===== config.mk =====
export PLATFORM = sky130hd
export DESIGN_NAME = mdu32
export DESIGN_NICKNAME = d
export VERILOG_FILES = /design/src/rtl/mdu32.sv
export SDC_FILE = /design/constraint.sdc
export NUM_CORES = 1
export LEC_CHECK = 0
export CAP_MARGIN = 20
export CELL_PAD_IN_SITES_DETAIL_PLACEMENT = 0
export CELL_PAD_IN_SITES_GLOBAL_PLACEMENT = 2
export CORE_UTILIZATION = 30
export CTS_CLUSTER_SIZE = 40
export DETAILED_ROUTE_END_ITERATION = 6
export PLACE_DENSITY = 0.68
export SETUP_SLACK_MARGIN = 0.05
export SLEW_MARGIN = 25
export SYNTH_ARGS = -nofsm -noshare
export SYNTH_HDL_FRONTEND = slang
export SYNTH_SLANG_ARGS = --single-unit

===== constraint.sdc =====
create_clock -name clock -period 5.2 [get_ports clock]
set_clock_uncertainty 0.2 [all_clocks]
set_input_delay 1.04 -clock clock [delete_from_list [all_inputs] [get_ports clock]]
set_output_delay 1.04 -clock clock [all_outputs]
set_load 0.02 [all_outputs]

===== src/rtl/mdu32.sv =====
// mdu32 - iterative multiply/divide unit owning the HI/LO registers.
//
// Sits after decode/register read. MULT/MULTU/DIV/DIVU run over several
// cycles (32/BITS_PER_CYCLE iterations plus one sign-fix cycle). MTHI/MTLO
// write HI/LO directly from rs when the unit is idle. MFHI/MFLO are served
// combinationally on mf_result.
//
// Handshake: an instruction is offered by holding issue=1 with Instruction
// and operands stable. It is taken on the rising edge only when stall=0;
// while stall=1 the pipeline must keep presenting the same instruction.
//
// Ports:
//   clock        system clock, rising edge
//   reset        asynchronous, active-low
//   Instruction  instruction word (opcode [31:26], funct [5:0])
//   read_data_1  rs operand
//   read_data_2  rt operand
//   issue        instruction/operands valid this cycle
//   busy         multiply/divide in progress
//   stall        MDU-class instruction offered while busy
//   hi, lo       HI/LO registers
//   mf_result    hi for MFHI, lo for MFLO, else 0
//   state_dbg    current FSM state (IDLE=0, RUN_MUL=1, RUN_DIV=2, FIX=3)
//
// Build option: define MDU_EARLY_OUT_EN to end a multiply as soon as the
// remaining multiplier bits are zero and to finish divide-by-zero at once.
module mdu32 #(
  parameter int BITS_PER_CYCLE = 1  // 1, 2 or 4
) (
  input  logic        clock,
  input  logic        reset,
  input  logic [31:0] Instruction,
  input  logic [31:0] read_data_1,
  input  logic [31:0] read_data_2,
  input  logic        issue,
  output logic        busy,
  output logic        stall,
  output logic [31:0] hi,
  output logic [31:0] lo,
  output logic [31:0] mf_result,
  output logic [1:0]  state_dbg
);
  localparam int ITER = 32 / BITS_PER_CYCLE;
  localparam logic [5:0] LAST_CNT = 6'(ITER - 1);

  localparam logic [5:0] F_MFHI = 6'b010000;
  localparam logic [5:0] F_MTHI = 6'b010001;
  localparam logic [5:0] F_MFLO = 6'b010010;
  localparam logic [5:0] F_MTLO = 6'b010011;

  typedef enum logic [1:0] {
    IDLE    = 2'd0,
    RUN_MUL = 2'd1,
    RUN_DIV = 2'd2,
    FIX     = 2'd3
  } state_t;

  state_t state_q, state_d;

  // ---------------- decode ----------------
  logic [5:0] funct;
  logic       is_special, is_mdu, dec_mul, dec_div, dec_signed;
  logic       dec_mthi, dec_mtlo, dec_mfhi, dec_mflo;
  logic       unused_instr;

  assign funct      = Instruction[5:0];
  assign is_special = (Instruction[31:26] == 6'b000000);
  // MDU class: funct 0100xx (move) and 0110xx (mult/div)
  assign is_mdu     = is_special && (funct[5:4] == 2'b01) && !funct[2];
  assign dec_mul    = is_special && (funct[5:1] == 5'b01100);
  assign dec_div    = is_special && (funct[5:1] == 5'b01101);
  assign dec_signed = !funct[0];  // MULT/DIV have funct[0]=0
  assign dec_mthi   = is_special && (funct == F_MTHI);
  assign dec_mtlo   = is_special && (funct == F_MTLO);
  assign dec_mfhi   = is_special && (funct == F_MFHI);
  assign dec_mflo   = is_special && (funct == F_MFLO);
  assign unused_instr = ^Instruction[25:6];

  // ---------------- datapath registers ----------------
  logic [63:0] mcand_q;   // multiplicand, shifted left each step
  logic [63:0] acc_q;     // product accumulator / remainder in [31:0]
  logic [31:0] opa_q;     // multiplier, or dividend shifting into quotient
  logic [31:0] opb_q;     // divisor magnitude
  logic [31:0] rs_raw_q;  // unmodified rs for divide-by-zero HI
  logic [5:0]  cnt_q;
  logic        sign_q, sign_r, is_div_q, div_zero_q;
  logic [31:0] hi_q, lo_q;

  logic [31:0] abs_rs, abs_rt;
  assign abs_rs = (dec_signed && read_data_1[31]) ? (~read_data_1 + 32'd1) : read_data_1;
  assign abs_rt = (dec_signed && read_data_2[31]) ? (~read_data_2 + 32'd1) : read_data_2;

  // One iteration of shift-add multiply and restoring divide.
  logic [63:0] mul_acc, mul_mcand;
  logic [31:0] mul_plier, div_quo;
  logic [32:0] div_rem;

  always_comb begin
    mul_acc   = acc_q;
    mul_mcand = mcand_q;
    mul_plier = opa_q;
    div_rem   = {1'b0, acc_q[31:0]};
    div_quo   = opa_q;
    for (int j = 0; j < BITS_PER_CYCLE; j++) begin
      if (mul_plier[0]) mul_acc = mul_acc + mul_mcand;
      mul_mcand = mul_mcand << 1;
      mul_plier = mul_plier >> 1;
      div_rem   = {div_rem[31:0], div_quo[31]};
      div_quo   = {div_quo[30:0], 1'b0};
      if (div_rem >= {1'b0, opb_q}) begin
        div_rem    = div_rem - {1'b0, opb_q};
        div_quo[0] = 1'b1;
      end
    end
  end

  // ---------------- FSM ----------------
  always_ff @(posedge clock or negedge reset) begin
    if (!reset) state_q <= IDLE;
    else        state_q <= state_d;
  end

  always_comb begin
    state_d = state_q;
    case (state_q)
      IDLE: begin
        if (issue && dec_mul) begin
          state_d = RUN_MUL;
        end else if (issue && dec_div) begin
`ifdef MDU_EARLY_OUT_EN
          state_d = (read_data_2 == 32'd0) ? FIX : RUN_DIV;
`else
          state_d = RUN_DIV;
`endif
        end
      end
      RUN_MUL: begin
`ifdef MDU_EARLY_OUT_EN
        if (cnt_q == LAST_CNT || mul_plier == 32'd0) state_d = FIX;
`else
        if (cnt_q == LAST_CNT) state_d = FIX;
`endif
      end
      RUN_DIV: if (cnt_q == LAST_CNT) state_d = FIX;
      FIX:     state_d = IDLE;
      default: state_d = IDLE;
    endcase
  end

  // ---------------- datapath ----------------
  always_ff @(posedge clock or negedge reset) begin
    if (!reset) begin
      mcand_q    <= '0;
      acc_q      <= '0;
      opa_q      <= '0;
      opb_q      <= '0;
      rs_raw_q   <= '0;
      cnt_q      <= '0;
      sign_q     <= 1'b0;
      sign_r     <= 1'b0;
      is_div_q   <= 1'b0;
      div_zero_q <= 1'b0;
      hi_q       <= '0;
      lo_q       <= '0;
    end else begin
      case (state_q)
        IDLE: if (issue) begin
          if (dec_mthi) hi_q <= read_data_1;
          if (dec_mtlo) lo_q <= read_data_1;
          if (dec_mul || dec_div) begin
            sign_q     <= dec_signed & (read_data_1[31] ^ read_data_2[31]);
            sign_r     <= dec_signed & read_data_1[31];
            is_div_q   <= dec_div;
            div_zero_q <= (read_data_2 == 32'd0);
            rs_raw_q   <= read_data_1;
            cnt_q      <= '0;
            acc_q      <= '0;
            mcand_q    <= {32'd0, abs_rs};
            opa_q      <= dec_mul ? abs_rt : abs_rs;
            opb_q      <= abs_rt;
          end
        end
        RUN_MUL: begin
          acc_q   <= mul_acc;
          mcand_q <= mul_mcand;
          opa_q   <= mul_plier;
          cnt_q   <= cnt_q + 6'd1;
        end
        RUN_DIV: begin
          acc_q <= {32'd0, div_rem[31:0]};
          opa_q <= div_quo;
          cnt_q <= cnt_q + 6'd1;
        end
        FIX: begin
          if (is_div_q) begin
            if (div_zero_q) begin
              // Divide by zero: all-ones quotient, dividend as remainder.
              lo_q <= 32'hFFFF_FFFF;
              hi_q <= rs_raw_q;
            end else begin
              lo_q <= sign_q ? (~opa_q + 32'd1) : opa_q;
              hi_q <= sign_r ? (~acc_q[31:0] + 32'd1) : acc_q[31:0];
            end
          end else begin
            {hi_q, lo_q} <= sign_q ? (~acc_q + 64'd1) : acc_q;
          end
        end
        default: ;
      endcase
    end
  end

  // ---------------- outputs ----------------
  assign hi        = hi_q;
  assign lo        = lo_q;
  assign busy      = (state_q != IDLE);
  assign stall     = busy && issue && is_mdu;
  assign state_dbg = state_q;

  always_comb begin
    mf_result = 32'd0;
    if (dec_mfhi)      mf_result = hi_q;
    else if (dec_mflo) mf_result = lo_q;
  end
endmodule


==> results of run 1 <==
## registers in the layout, summed over array words and instances (netlist names)
name        count
hi             32
mcand_q        64
cnt_q           6
opb_q          32
is_div_q        1
opa_q          32
rs_raw_q       32
div_zero_q      1
sign_q          1
state_dbg       2
sign_r          1
lo             32
acc_q          64
## kinds of logic after synthesis
kind of cell             Yosys count
AND/OR/NAND/NOR                  962
AO/OA/AOI/OAI                    941
flip-flops                       300
buffers and inverters            293
XOR/XNOR                         270
adder cells (fa/ha/maj)          107
multiplexers                      77
## layer usage
| layer | GRT usage | routed length, um | part of all wire | vias up |
|---|---|---|---|---|
| met3 | 0.02255 | 4560 | 0.045 | 122 |
| met5 | 0 | 0 | 0 | - |
| met4 | 0.08274 | 3324 | 0.033 | 0 |
| met1 | 0.3480 | 46730 | 0.47 | 11400 |
| li1 | - | - | - | 10840 |
| met2 | 0.3976 | 45650 | 0.46 | 652 |
## worst max path at each step
stage	cells past startpoint	slack [ps]	from	to
floorplan	9	1160	read_data_2[6]	opa_q[30]$_DFFE_PN0P_
global placement	10	330	read_data_2[5]	opa_q[30]$_DFFE_PN0P_
detailed placement	10	320	read_data_2[4]	opa_q[30]$_DFFE_PN0P_
CTS	7	350	Instruction[31]	mf_result[2]
global route	7	120	Instruction[31]	mf_result[2]
finish	7	390	Instruction[31]	mf_result[2]
## cell type report
cell class / instances / area [um^2] / area share
timing repair buffer: 282 / 2643 / 0.09424
multi-input combinational: 2357 / 14980 / 0.5341
sequential: 300 / 7511 / 0.2679
clock inverter: 12 / 148.9 / 0.005310
antenna: 2 / 5.005 / 0.0001785
clock buffer: 62 / 1175 / 0.04190
tap: 1040 / 1301 / 0.04641
inverter: 75 / 281.5 / 0.01004
## power breakdown
group | switching [mW] | internal, mW
Clock | 1.20 | 1.66
Sequential | 0.924 | 3.02
Combinational | 5.25 | 3.18
## cells in the mapped netlist, drive strengths merged (29+ instances only)
master | instances | area share
nand2 | 403 | 0.064
dfrtp | 300 | 0.32
o21ai | 267 | 0.057
nor2 | 261 | 0.042
a21oi | 219 | 0.047
clkbuf | 197 | 0.033
xnor2 | 178 | 0.066
ha | 105 | 0.056
xor2 | 92 | 0.034
inv | 75 | 0.012
mux2i | 67 | 0.028
a22o | 66 | 0.025
a31oi | 64 | 0.017
nand3 | 54 | 0.011
a21o | 51 | 0.016
nand2b | 43 | 0.011
o31ai | 41 | 0.014
nor3 | 40 | 0.0090
o211ai | 32 | 0.010
nand4 | 29 | 0.0077
or3 | 29 | 0.0077
## through the flow
step / power, mW / util / setup WS, ps / instance area (um^2)
floorplan: 9.044 / - / 1158 / 23580
global placement: 12.29 / 0.3442 / 326.0 / 26710
detailed placement: 12.38 / 0.3442 / 322.2 / 26710
CTS: 15.29 / 0.3613 / 346.1 / 28030
global route: 16.22 / 0.3613 / 121.3 / 28040
finish: 15.23 / 0.3614 / 389.8 / 28040
## critical path, delay by kind of cell
kind | cells | cell delay (ps)
buf+inv | 3 | 1410
simple gates | 3 | 880
compound gates | 1 | 200
==> impl_summary.txt, run 1 <==
----------------------------------------------------
[Floorplan]
  Height of the die ... approximately 280 um
  Starting density of the core ... 0.3038
  Ports placed on the boundary ... about 200
  Die W ... 282.3 um
  Placeable core region ... ~0.078 mm^2
  Placement row count ... slightly above 100
  Area of the die ... around 0.080 mm^2

[Critical path]
  Largest fanout of any net on the critical path ... 32
  R2r startpoint ... mcand_q[0]$_DFFE_PN0P_
  Cells on worst reg2reg path ... 14
  Delay of the slowest cell on the worst path ... ~620 ps
  Arrival time of the worst setup path ... roughly 3600 ps
  Highest-delay cell along the critical path ... clkdlybuf4s50_1
  Cell repeated most along the worst path ... clkdlybuf4s50_1
  Critical path, cell by cell ... clkdlybuf4s50_1 > nor4_1 > nand4b_1 > nor4_2 > buf_4 > a22o_1 > clkdlybuf4s50_1
  Nature of the critical path endpoint ... output port
  Capturing point of the worst reg2reg path ... acc_q[58]$_DFFE_PN0P_
  Start-to-end type of the worst setup path ... in -> out
  Critical Path Source Type ... input port
  Required time of the critical path ... approximately 4000 ps
  Flop2flop setup slack ... 550 ps

[Final layout]
  Post-route non-filler standard cell count ... slightly above 4000
  Most frequent standard cell in the layout excluding fill and tap cells ... nand2_1
  Count of fill cells added during filler insertion ... slightly above 8000
  Share of final-layout standard cells stronger than drive strength 1 ... 0.07222
  Net count reported at finish ... 3263
  Commonest non-fill, non-tap cells in the layout ... nand2_1 (402), dfrtp_1 (297), o21ai_0 (266)
  Area delta synth->final ... 18.94%

[GRT]
  Largest net degree at the start of global routing ... 94
  Wire length of the first global-routing pass ... 147400 um
  Number of global-route vias before repair ... 22020
  Combined global-route utilization of all metal layers ... 0.2479
  Antenna violations before repair ... 2
  Global route overflow ... 0

[Hold path]
  Hold path start ... rs_raw_q[31]$_DFFE_PN0P_
  Min-Delay Path Depth ... 2
  Hold worst-path end ... rs_raw_q[31]$_DFFE_PN0P_
  Type of the tightest min-delay check ... reg -> reg

[Synthesis]
  Number of flip-flops and latches in the synthesized netlist ... 300
  EDFF count, synth ... 0
  Share of synthesized cell area in and, or, nand and nor gates ... 0.1836
  Distinct cell type count of the synthesized netlist ... 81
  Total of warnings raised by yosys ... 0
  Share of cell area taken by muxes after synthesis ... 0.03322
  Portion of the post-synthesis area used by sequential elements ... 0.3184
  Dominant combinational cell family by area after synthesis ... compound AO/OA/AOI/OAI gates
  Post-synthesis cell area ... between 0.02 and 0.025 mm^2
  Adder-cell area share of the yosys netlist ... 0.05742
  Share of synthesized registers carrying an async set or reset ... 1.000
  Share of the synthesized netlist area taken by xor and xnor gates ... 0.1003
  Post-synth net total ... about 3200
  Instance count of the mapped netlist ... around 3000
  Syn avg cell area ... between 7 and 8 um^2
  Compound-cell area share of the yosys netlist ... 0.2573
  Flip-flop cell with the highest count after synthesis ... dfrtp_1

[Timing]
  Relative slew margins ... 0.3295
  Post-route worst hold slack ... 279.4 ps
  RSZ-0062 raised after global routing ... no
  Final period demand of the worst path ... roughly 4800 ps
  Final-layout setup total negative slack ... 0 ps
  Number of hold violations in the final report ... 0
  Max Fclk ... ~0.21 GHz
  Final setup violation count ... 0
  Period Utilization, post-route ... 0.9250
  Pin slew with the least headroom to its limit ... about 1000 ps
  Number of slew-limit violations in the final report ... 0

[Outcome]
  Run status ... finished, final reports clean

[Clock network]
  Worst-Skew Late Latency ... between 500 and 600 ps
  Hold_buf cts ... 0
  Clock Tree Root ... clkbuf_16
  Total setup buffers inserted after CTS ... 0
  TritonCTS buffer count ... 41
  CTS clock-pin slew for the worst setup and hold paths ... roughly 60 ps
  CTS sink count ... 300
  Maximum clock path buffer count ... 3
  Clock tree from TritonCTS ... built
  H-Tree Depth ... 2
  Number of instances resized during post-cts repair ... 0

[Pwr]
  Maximum vdd ir drop ... between 0.3 and 0.4 mV
  Power Density ... between 500 and 600 mW/mm^2
  Leak ... between 10 and 15 nW

[Detailed routing]
  Vias per std cell ... ~5.6
  First-pass detailed-route iteration total ... 6
  Violation count after the first detailed-route iteration ... about 2100
  DR vias ... 23010
  Routed wire length ... ~100000 um
  Post-detailed-route count of antenna-violating nets ... 0
  Drt wl/cell ... roughly 24 um
  DR DRC count ... 0

[Placed design]
  Number of buffers added on ports ... 178
  Placed insts ... roughly 4100
  Detailed placement HPWL ... a little under 80000 um
  Weighted congestion at the end of routability-driven global placement ... roughly 0.9

[Flow run]
  Number of max-cap violations ... 0

----------------------------------------------------
Power figures use the tool's default switching activity.
==> run 2, diff against run 1 <==
--- a/config.mk
+++ b/config.mk
@@ -9,7 +9,6 @@
 export CELL_PAD_IN_SITES_DETAIL_PLACEMENT = 0
 export CELL_PAD_IN_SITES_GLOBAL_PLACEMENT = 2
 export CORE_UTILIZATION = 30
-export CTS_CLUSTER_SIZE = 40
 export DETAILED_ROUTE_END_ITERATION = 6
 export PLACE_DENSITY = 0.68
 export SETUP_SLACK_MARGIN = 0.05
==> results of run 2 <==
Same layout as run 1: the final DEF is identical, and so are final timing and power.
==> run 3, diff against run 2 <==
==> constraint.sdc (replaced) <==
create_clock -name clock -period 4.7 [get_ports clock]
set_clock_uncertainty 0.2 [all_clocks]
set_input_delay 0.94 -clock clock [delete_from_list [all_inputs] [get_ports clock]]
set_output_delay 0.94 -clock clock [all_outputs]
set_load 0.02 [all_outputs]
==> impl_summary.txt, run 3 (synthesis results as in run 1) <==
----------------------------------------------------
[GRT]
  Combined global-route utilization of all metal layers ... 0.2531
  Wire length of the first global-routing pass ... 150000 um
  Number of global-route vias before repair ... between 20000 and 25000
  Global route overflow ... 0
  Largest net degree at the start of global routing ... between 90 and 100
  Antenna violations before repair ... 7

[Detailed routing]
  DR DRC count ... 0
  DR vias ... roughly 23000
  Violation count after the first detailed-route iteration ... ~2000
  Vias per std cell ... 5.535
  Drt wl/cell ... between 20 and 25 um
  Post-detailed-route count of antenna-violating nets ... 0
  First-pass detailed-route iteration total ... 5
  Routed wire length ... a little over 100000 um

[Clock network]
  Worst-Skew Late Latency ... approximately 580 ps
  Maximum clock path buffer count ... 3
  Hold_buf cts ... 0
  CTS clock-pin slew for the worst setup and hold paths ... approximately 60 ps
  TritonCTS buffer count ... 42
  Clock tree from TritonCTS ... built
  Clock Tree Root ... clkbuf_16
  H-Tree Depth ... 2
  CTS sink count ... 300

[Critical path]
  Nature of the critical path endpoint ... output port
  Largest fanout of any net on the critical path ... 32
  Capturing point of the worst reg2reg path ... hi[26]$_DFFE_PN0P_
  Flop2flop setup slack ... about 440 ps
  Required time of the critical path ... about 3600 ps
  Cells on worst reg2reg path ... 13
  Start-to-end type of the worst setup path ... in -> out
  R2r startpoint ... acc_q[1]$_DFFE_PN0P_
  Arrival time of the worst setup path ... around 3400 ps
  Critical Path Source Type ... input port

[Final layout]
  Commonest non-fill, non-tap cells in the layout ... nand2_1 (402), dfrtp_1 (297), o21ai_0 (266)
  Net count reported at finish ... 3333
  Area delta synth->final ... 21.36%
  Largest registers ... acc_q: 64 flops, mcand_q: 64 flops
  Share of final-layout standard cells stronger than drive strength 1 ... 0.09405
  Most frequent standard cell in the layout excluding fill and tap cells ... nand2_1

[Floorplan]
  Placeable core region ... slightly below 0.08 mm^2
  Height of the die ... between 200 and 300 um
  Ports placed on the boundary ... a little under 200
  Starting density of the core ... 0.3038
  Area of the die ... ~0.080 mm^2
  Placement row count ... between 100 and 150
  Die W ... about 280 um

[Timing]
  Final-layout setup total negative slack ... 0 ps
  Final period demand of the worst path ... 4500 ps
  RSZ-0062 raised after global routing ... no
  Max Fclk ... ~0.22 GHz
  Number of hold violations in the final report ... 0
  Period Utilization, post-route ... 0.9575
  Final setup violation count ... 0
  Post-route worst hold slack ... 143.9 ps
  Number of slew-limit violations in the final report ... 0
  Pin slew with the least headroom to its limit ... a little under 1000 ps
  Relative slew margins ... 0.3302

[Placed design]
  Number of buffers added on ports ... between 150 and 200
  Weighted congestion at the end of routability-driven global placement ... between 0.9 and 1
  Detailed placement HPWL ... between 80000 and 90000 um

[Pwr]
  Leak ... around 12 nW
  Power Density ... 595.2 mW/mm^2
  Maximum vdd ir drop ... about 0.33 mV

[Outcome]
  Run status ... finished, final reports clean

[Hold path]
  Type of the tightest min-delay check ... in -> async

[Flow run]
  Number of max-cap violations ... 0

----------------------------------------------------
-- run 3: how the worst max path moves through the flow --
stage / slack (ps) / to / startpoint / cells past startpoint
2_1_floorplan: 760 / opa_q[30]$_DFFE_PN0P_ / read_data_2[6] / 9
3_3_place_gp: 90 / opa_q[30]$_DFFE_PN0P_ / read_data_2[5] / 10
3_5_place_dp: 30 / opa_q[30]$_DFFE_PN0P_ / read_data_2[5] / 10
4_1_cts: 50 / mf_result[31] / Instruction[28] / 9
5_1_grt: 70 / mf_result[18] / Instruction[28] / 8
6_report: 200 / mf_result[31] / Instruction[28] / 8
-- run 3: stage by stage --
step / total power, mW / instance area, um^2 / std cells / setup slack, ps / utilization
6_report: 17.03 / 28610 / 4199 / 199.7 / 0.3687
5_1_grt: 18.10 / 28610 / 4198 / 73.65 / 0.3687
4_1_cts: 17.07 / 28590 / 4196 / 54.64 / 0.3685
3_5_place_dp: 13.82 / 27250 / 4121 / 31.86 / 0.3512
3_3_place_gp: 13.73 / 27240 / 4120 / 87.98 / 0.3510
2_1_floorplan: 10.01 / 23580 / 2950 / 758.0 / -
-- run 3: worst max-delay path, stage by stage --
cell and delay (ps):
clkdlybuf4s50_1 420, nor4_1 300, nand4b_1 220, buf_4 190
nor4_2 240, buf_12 230, a22o_1 160, clkdlybuf4s50_1 620
-- run 3: per-layer routing --
layer  track usage  vias to the layer above  share of wire
met5             0                        -        0.00011
met4       0.09466                        2          0.038
met3       0.03386                      155          0.053
met2        0.3998                      688           0.45
met1        0.3497                    11440           0.46
li1              -                    10950              -
-- run 3: area by class of cell --
type	instances	area (um^2)
clock inverters	14	118.9
multi-input cells	2357	14970
clock buffers	61	1222
diodes	1	2.502
well taps	1040	1301
repair buffers	351	3202
flip-flops and latches	300	7511
inverters	75	281.5
fillers	8217	48980
-- run 3: what timing repair did --
action | 4_1_cts | 5_1_grt
gates resized for setup | 0 | 1
hold endpoints to repair | 0 | 0
setup buffers | 0 | 2
endpoints found under the setup margin | 0 | 33
-- run 3: power breakdown --
| part | leakage (nW) | switching, mW | internal (mW) |
|---|---|---|---|
| Clock | 0.661 | 1.31 | 1.86 |
| Sequential | 3.73 | 0.926 | 3.35 |
| Combinational | 7.66 | 5.98 | 3.61 |
